[config.mk]
export PLATFORM = sky130hd
export DESIGN_NAME = program_counter
export DESIGN_NICKNAME = d
export VERILOG_FILES = /design/src/rtl/pc_pkg.sv /design/src/rtl/pc_incrementer.sv /design/src/rtl/program_counter.sv
export SDC_FILE = /design/constraint.sdc
export NUM_CORES = 1
export LEC_CHECK = 0
export CORE_AREA = 2 2 55 109
export CTS_CLUSTER_DIAMETER = 50
export DETAILED_ROUTE_END_ITERATION = 16
export DIE_AREA = 0 0 57 111
export PLACE_DENSITY = 0.72
export SKIP_LAST_GASP = 1
export SLEW_MARGIN = 20
export SYNTH_ARGS = -nofsm -noshare
export SYNTH_HDL_FRONTEND = slang
export SYNTH_HIERARCHICAL = 1
export SYNTH_SLANG_ARGS = --single-unit
[constraint.sdc]
create_clock -name clk -period 3.7 [get_ports clk]
set_input_delay 0.74 -clock clk [delete_from_list [all_inputs] [get_ports clk]]
set_output_delay 0.74 -clock clk [all_outputs]
set_load 0.02 [all_outputs]
[src/rtl/pc_pkg.sv]
`default_nettype none
// ============================================================================
// Module      : pc_pkg
// Description : Shared definitions for the program-counter slice: default
//               widths and reset vector, the address type, the fetch
//               increment and an alignment helper.
// Revision    : 1.0 - initial release
// ============================================================================
package pc_pkg;

  // Defaults for the XLEN / RESET_VECTOR / IALIGN_BYTES parameters of the
  // modules that import this package. They carry a DEFAULT_ prefix so that
  // they never shadow the module parameters of the same role.
  localparam int          DEFAULT_XLEN         = 32;
  localparam logic [31:0] DEFAULT_RESET_VECTOR = 32'h0000_0000;
  localparam int          DEFAULT_IALIGN_BYTES = 4;

  // Address type for the default datapath width.
  typedef logic [DEFAULT_XLEN-1:0] addr_t;

  // Byte distance between consecutive RV32I instructions.
  localparam int PC_INCR = 4;

  // Number of low address bits that must be zero for an access aligned to
  // 'bytes'. 'bytes' is expected to be a power of two.
  function automatic int align_bits(input int bytes);
    return $clog2(bytes);
  endfunction

endpackage : pc_pkg
`default_nettype wire

[src/rtl/pc_incrementer.sv]
`default_nettype none
// ============================================================================
// Module      : pc_incrementer
// Description : Combinational address + PC_INCR adder. The sum wraps modulo
//               2^XLEN (the carry out is discarded). It is shared by the
//               program counter and the branch unit.
// Ports       : i_addr  [XLEN-1:0]  input address
//               o_sum   [XLEN-1:0]  i_addr + PC_INCR, wrapped
// Revision    : 1.0 - initial release
// ============================================================================
module pc_incrementer
  import pc_pkg::*;
#(
  parameter int XLEN = DEFAULT_XLEN
) (
  input  logic [XLEN-1:0] i_addr,
  output logic [XLEN-1:0] o_sum
);

  localparam logic [XLEN-1:0] c_INCR = XLEN'(PC_INCR);

  // The XLEN-wide result keeps only the low bits, so wrap-around is implicit.
  assign o_sum = i_addr + c_INCR;

endmodule : pc_incrementer
`default_nettype wire

[src/rtl/program_counter.sv]
`default_nettype none
// ============================================================================
// Module      : program_counter
// Description : Architectural PC register for the RV32I core. It loads the
//               next-PC mux output on each enabled rising clock edge, holds
//               its value when stalled, and supplies PC+4 and a misalignment
//               flag. The reset is asynchronous and active-low.
// Ports       : clk         system clock, rising edge
//               rst         asynchronous reset, active low
//               en          1 = load next_pc at the edge, 0 = hold
//               next_pc     [XLEN-1:0] next fetch address
//               pc          [XLEN-1:0] current fetch address (registered)
//               pc_plus4    [XLEN-1:0] pc + 4, wrapped
//               misaligned  1 when the low log2(IALIGN_BYTES) bits of pc are set
//               prev_pc     [XLEN-1:0] pc before the last load  (PC_TRACE_EN)
//               load_count  [31:0]     accepted loads, wrapping (PC_TRACE_EN)
// Macro       : PC_TRACE_EN - when defined, adds prev_pc and load_count.
// Revision    : 1.0 - initial release
// ============================================================================
module program_counter
  import pc_pkg::*;
#(
  parameter int              XLEN         = DEFAULT_XLEN,
  parameter logic [XLEN-1:0] RESET_VECTOR = XLEN'(DEFAULT_RESET_VECTOR),
  parameter int              IALIGN_BYTES = DEFAULT_IALIGN_BYTES
) (
  input  logic            clk,
  input  logic            rst,
  input  logic            en,
  input  logic [XLEN-1:0] next_pc,
  output logic [XLEN-1:0] pc,
  output logic [XLEN-1:0] pc_plus4,
  output logic            misaligned
`ifdef PC_TRACE_EN
  ,
  output logic [XLEN-1:0] prev_pc,
  output logic [31:0]     load_count
`endif
);

  localparam int c_ALIGN_BITS = align_bits(IALIGN_BYTES);

  // Reject alignment settings that cannot describe an instruction boundary.
  generate
    if ((IALIGN_BYTES < 2) || ((IALIGN_BYTES & (IALIGN_BYTES - 1)) != 0)) begin : g_bad_ialign
      $error("program_counter: IALIGN_BYTES must be a power of two and at least 2");
    end
  endgenerate

  logic [XLEN-1:0] r_pc;
  logic [XLEN-1:0] w_pc_plus4;

  // next_pc is stored exactly as presented; misaligned targets are flagged
  // downstream rather than corrected here. Reset has priority over any load,
  // including one coinciding with the same clock edge.
  always_ff @(posedge clk or negedge rst) begin
    if (!rst) begin
      r_pc <= RESET_VECTOR;
    end else if (en) begin
      r_pc <= next_pc;
    end
  end

  pc_incrementer #(
    .XLEN   (XLEN)
  ) u_pc_incrementer (
    .i_addr (r_pc),
    .o_sum  (w_pc_plus4)
  );

  assign pc         = r_pc;
  assign pc_plus4   = w_pc_plus4;
  assign misaligned = |r_pc[c_ALIGN_BITS-1:0];

`ifdef PC_TRACE_EN
  logic [XLEN-1:0] r_prev_pc;
  logic [31:0]     r_load_count;

  // Trace state advances on exactly the same edges on which r_pc loads.
  always_ff @(posedge clk or negedge rst) begin
    if (!rst) begin
      r_prev_pc    <= RESET_VECTOR;
      r_load_count <= 32'd0;
    end else if (en) begin
      r_prev_pc    <= r_pc;
      r_load_count <= r_load_count + 32'd1;
    end
  end

  assign prev_pc    = r_prev_pc;
  assign load_count = r_load_count;
`endif

endmodule : program_counter
`default_nettype wire

==> impl_metrics.json <==
{
  "final_net_count": 289,
  "grt_pass1_vias": 1596,
  "largest_register_ffs": 32,
  "synth.lib_cells_used.distinct": 23,
  "cts-resized-gates": 0,
  "io_pins": 100,
  "syn_nets": 188,
  "p_comb_share_pct": 33.7,
  "totalPowerFinal_w": 0.00123,
  "finalWirelength_um": 4840,
  "design.die.area_um2": 6330,
  "grt_antenna_before_repair": 0,
  "finish.utilization_pct": 54.7,
  "average_routed_wire_per_standard_cell_um": 15.5,
  "run_status": "complete, no violations",
  "cts.sinks": 32,
  "synth_top_area_cell": "sky130_fd_sc_hd__dfrtp_1",
  "clock_tree.htree_level_count": 2,
  "final_antenna_net_count": 0,
  "synth-adder-area-share_pct": 0.648,
  "tritoncts": "yes",
  "drt-vias-per-instance": 4.85,
  "clock-skew-final_ps": 0,
  "insertion_delay_ps": 270,
  "netlist_area_um2": 1930,
  "cp_top_family": "simple AND/OR/NAND/NOR gates",
  "cp.buffers_inverters": 1,
  "cts_hold_buf": 0,
  "worst_path_largest_cell_delay_ps": 630,
  "crit_path_end_kind": "output pin",
  "synth-xor-area-share_pct": 12.7,
  "synth_compound_gate_area_share_pct": 0,
  "layout_min_cycle_time_ps": 3400,
  "gr-total-overflow": 0,
  "final_min_period_over_clock_period_pct": 91.8,
  "yosys_register_bits": 32,
  "slew_at_the_pin_closest_to_its_max_slew_limit_ps": 987,
  "seq_area_frac_synth_pct": 41.5,
  "core_area_um2": 5560,
  "netlist_top_cells_area": "sky130_fd_sc_hd__dfrtp_1 41%, sky130_fd_sc_hd__mux2_4 23%, sky130_fd_sc_hd__xnor2_1 9.5%",
  "synthMostInstantiatedCell": "sky130_fd_sc_hd__dfrtp_1",
  "standby_leakage_power_nw": 1.27,
  "start_util_pct": 34.7,
  "grt_max_degree": 33,
  "crit_path_top_delay_cell": "sky130_fd_sc_hd__clkdlybuf4s50_1",
  "synthDominantCellAreaShare_pct": 41.5,
  "post_cts_setup_buffer_count": 0,
  "switching_power_summed_over_all_nets_w": 0.000372,
  "post_synth_and_or_nand_nor_area_fraction_pct": 15.9,
  "num_vias": 1514,
  "total_power_per_unit_cell_area_nw_per_um2": 404,
  "post-dp-hpwl_um": 3560,
  "port_buffers": 99,
  "chipWidth_um": 57,
  "filler_cell_count": 491,
  "layout-area-overhead-vs-synth_pct": 57.4,
  "finalSetupTns_ps": 0,
  "unrepaired_setup_endpoints_after_global_routing": "false",
  "worst-path-max-fanout": 8,
  "average_size_of_a_mapped_cell_um2": 12.7,
  "die_h_um": 111,
  "synthFlopType": "sky130_fd_sc_hd__dfrtp_1",
  "headroom_to_the_max_slew_limit_pct": 34.2,
  "timing.setup.critical_path_class": "reg -> out",
  "ys_warn_count": 6,
  "final_layout_size_suffix_gt1_share_pct": 18.7,
  "post_synth_mux_area_share_pct": 24.5,
  "async_flop_share_pct": 100,
  "power.share.sequential_pct": 36.2,
  "critical_path.cell_chain": "ha_1 -> nand3_1 -> nor4_4 -> nand4_1 -> xnor2_1 -> clkdlybuf4s50_1",
  "grt_use_total_pct": 16.2,
  "startpoint_type": "register",
  "netSwitchingFraction_pct": 30.3,
  "preCtsSetupSlack_ps": 576,
  "setup_slack_ps": 302,
  "clockRootBuffer": "sky130_fd_sc_hd__clkbuf_16",
  "clock_path_buffers": 2,
  "synth_commonest_cells": "32 x sky130_fd_sc_hd__dfrtp_1, 30 x sky130_fd_sc_hd__mux2_4, 21 x sky130_fd_sc_hd__xnor2_1, 10 x sky130_fd_sc_hd__nand2_1, 10 x sky130_fd_sc_hd__nand3_1",
  "dr.first_iter.drc_count": 25,
  "min_path_type": "reg -> reg",
  "fmaxAchievable_mhz": 294,
  "tritoncts.num_buffers": 5,
  "gpl.final_weighted_congestion": 0.834,
  "drv_cap": 0,
  "report.final.setup_viol": 0,
  "synth_top_family_by_area": "multiplexers",
  "report.final.slew_viol_count": 0,
  "power_frac_clock_pct": 30.1,
  "firstDrtPassIters": 4,
  "vdd.ir_drop.worst_mv": 0.239,
  "clock_transition_at_path_regs_ps": 50,
  "cp.arrival_ps": 2660,
  "syn-instance-count": 152,
  "post_synth_edffs": 0,
  "core.rowCount": 39,
  "grt_first_pass_wirelength_um": 8000,
  "antennaDiodeCount": 0,
  "critical_path_required_ps": 2960,
  "drt_drc_violations_left": 0,
  "finalHoldViolations": 0,
  "internal_power_w": 0.000857,
  "whs_ps": 555
}
==> cell type report <==
type                    count  area [µm²]  area share, %
well taps                  61        76.3           2.51
clock buffers               5         125           4.12
inverters                   2        7.51          0.247
flip-flops and latches     32         801           26.3
repair buffers            100         993           32.7
multi-input cells         112        1040           34.1
==> final timing paths <==
| path | start | to | slack, ps | depth (start not counted) |
|---|---|---|---|---|
| setup / recovery | pc[2] | pc_plus4[28] | 300 | 6 |
| hold / removal | pc[31] | pc[31] | 550 | 1 |
| setup reg to reg | pc[22] | pc[22] | 2810 | 1 |
| hold reg to reg | pc[31] | pc[31] | 550 | 1 |
| max in group asynchronous | rst | pc[27] | 2530 | 2 |
| min in group asynchronous | rst | pc[18] | 870 | 2 |
==> metal layers <==
| metal | up-vias | GRT usage, % | part of all wire (%) |
|---|---|---|---|
| met5 | - | 0 | 0 |
| met4 | 0 | 6.51 | 1.7 |
| met3 | 6 | 6.30 | 12 |
| met2 | 93 | 23.4 | 44 |
| met1 | 688 | 21.6 | 43 |
| li1 | 727 | - | - |
==> cell usage in the layout (no fill, tap or decap), drive strengths merged <==
cell | synthesis | layout
mux2 | 32 | 32
nor4 | 2 | 2
nand3 | 11 | 11
xor2 | 7 | 7
or2 | 3 | 3
and4 | 2 | 2
nand2 | 10 | 10
nand4 | 10 | 10
and3 | 2 | 2
nor2 | 7 | 7
clkdlybuf4s50 | 0 | 98
and2 | 1 | 1
nor3 | 3 | 3
dfrtp | 32 | 32
clkbuf | 0 | 5
xnor2 | 21 | 21
ha | 1 | 1
inv | 2 | 2
buf | 6 | 2
==> stage by stage <==
stage                     cell area [µm²]  cells
after detailed placement             2920    307
after CTS                            3040    312
after global routing                 3040    312
after floorplan                      1930    152
final                                3040    312
after global placement               2920    307
==> power groups by stage <==
| stage | clock [W] | combinational [W] | sequential [W] |
|---|---|---|---|
| 4_1_cts | 0.000381 | 0.000419 | 0.000445 |
| 3_5_place_dp | 0 | 0.000416 | 0.000450 |
| 5_1_grt | 0.000392 | 0.000437 | 0.000454 |
| 2_1_floorplan | 0 | 0.000176 | 0.000481 |
| 3_3_place_gp | 0 | 0.000416 | 0.000447 |
| 6_report | 0.000370 | 0.000414 | 0.000445 |
==> logic make-up (layout without fill, tap and decap cells) <==
| group | count (synthesis) | after routing |
|---|---|---|
| AND/OR/NAND/NOR | 51 | 51 |
| buffers and inverters | 8 | 107 |
| adder cells (fa/ha/maj) | 1 | 1 |
| multiplexers | 32 | 32 |
| flip-flops | 32 | 32 |
| XOR/XNOR | 28 | 28 |
Note: power is estimated with default switching activity, not from simulation.
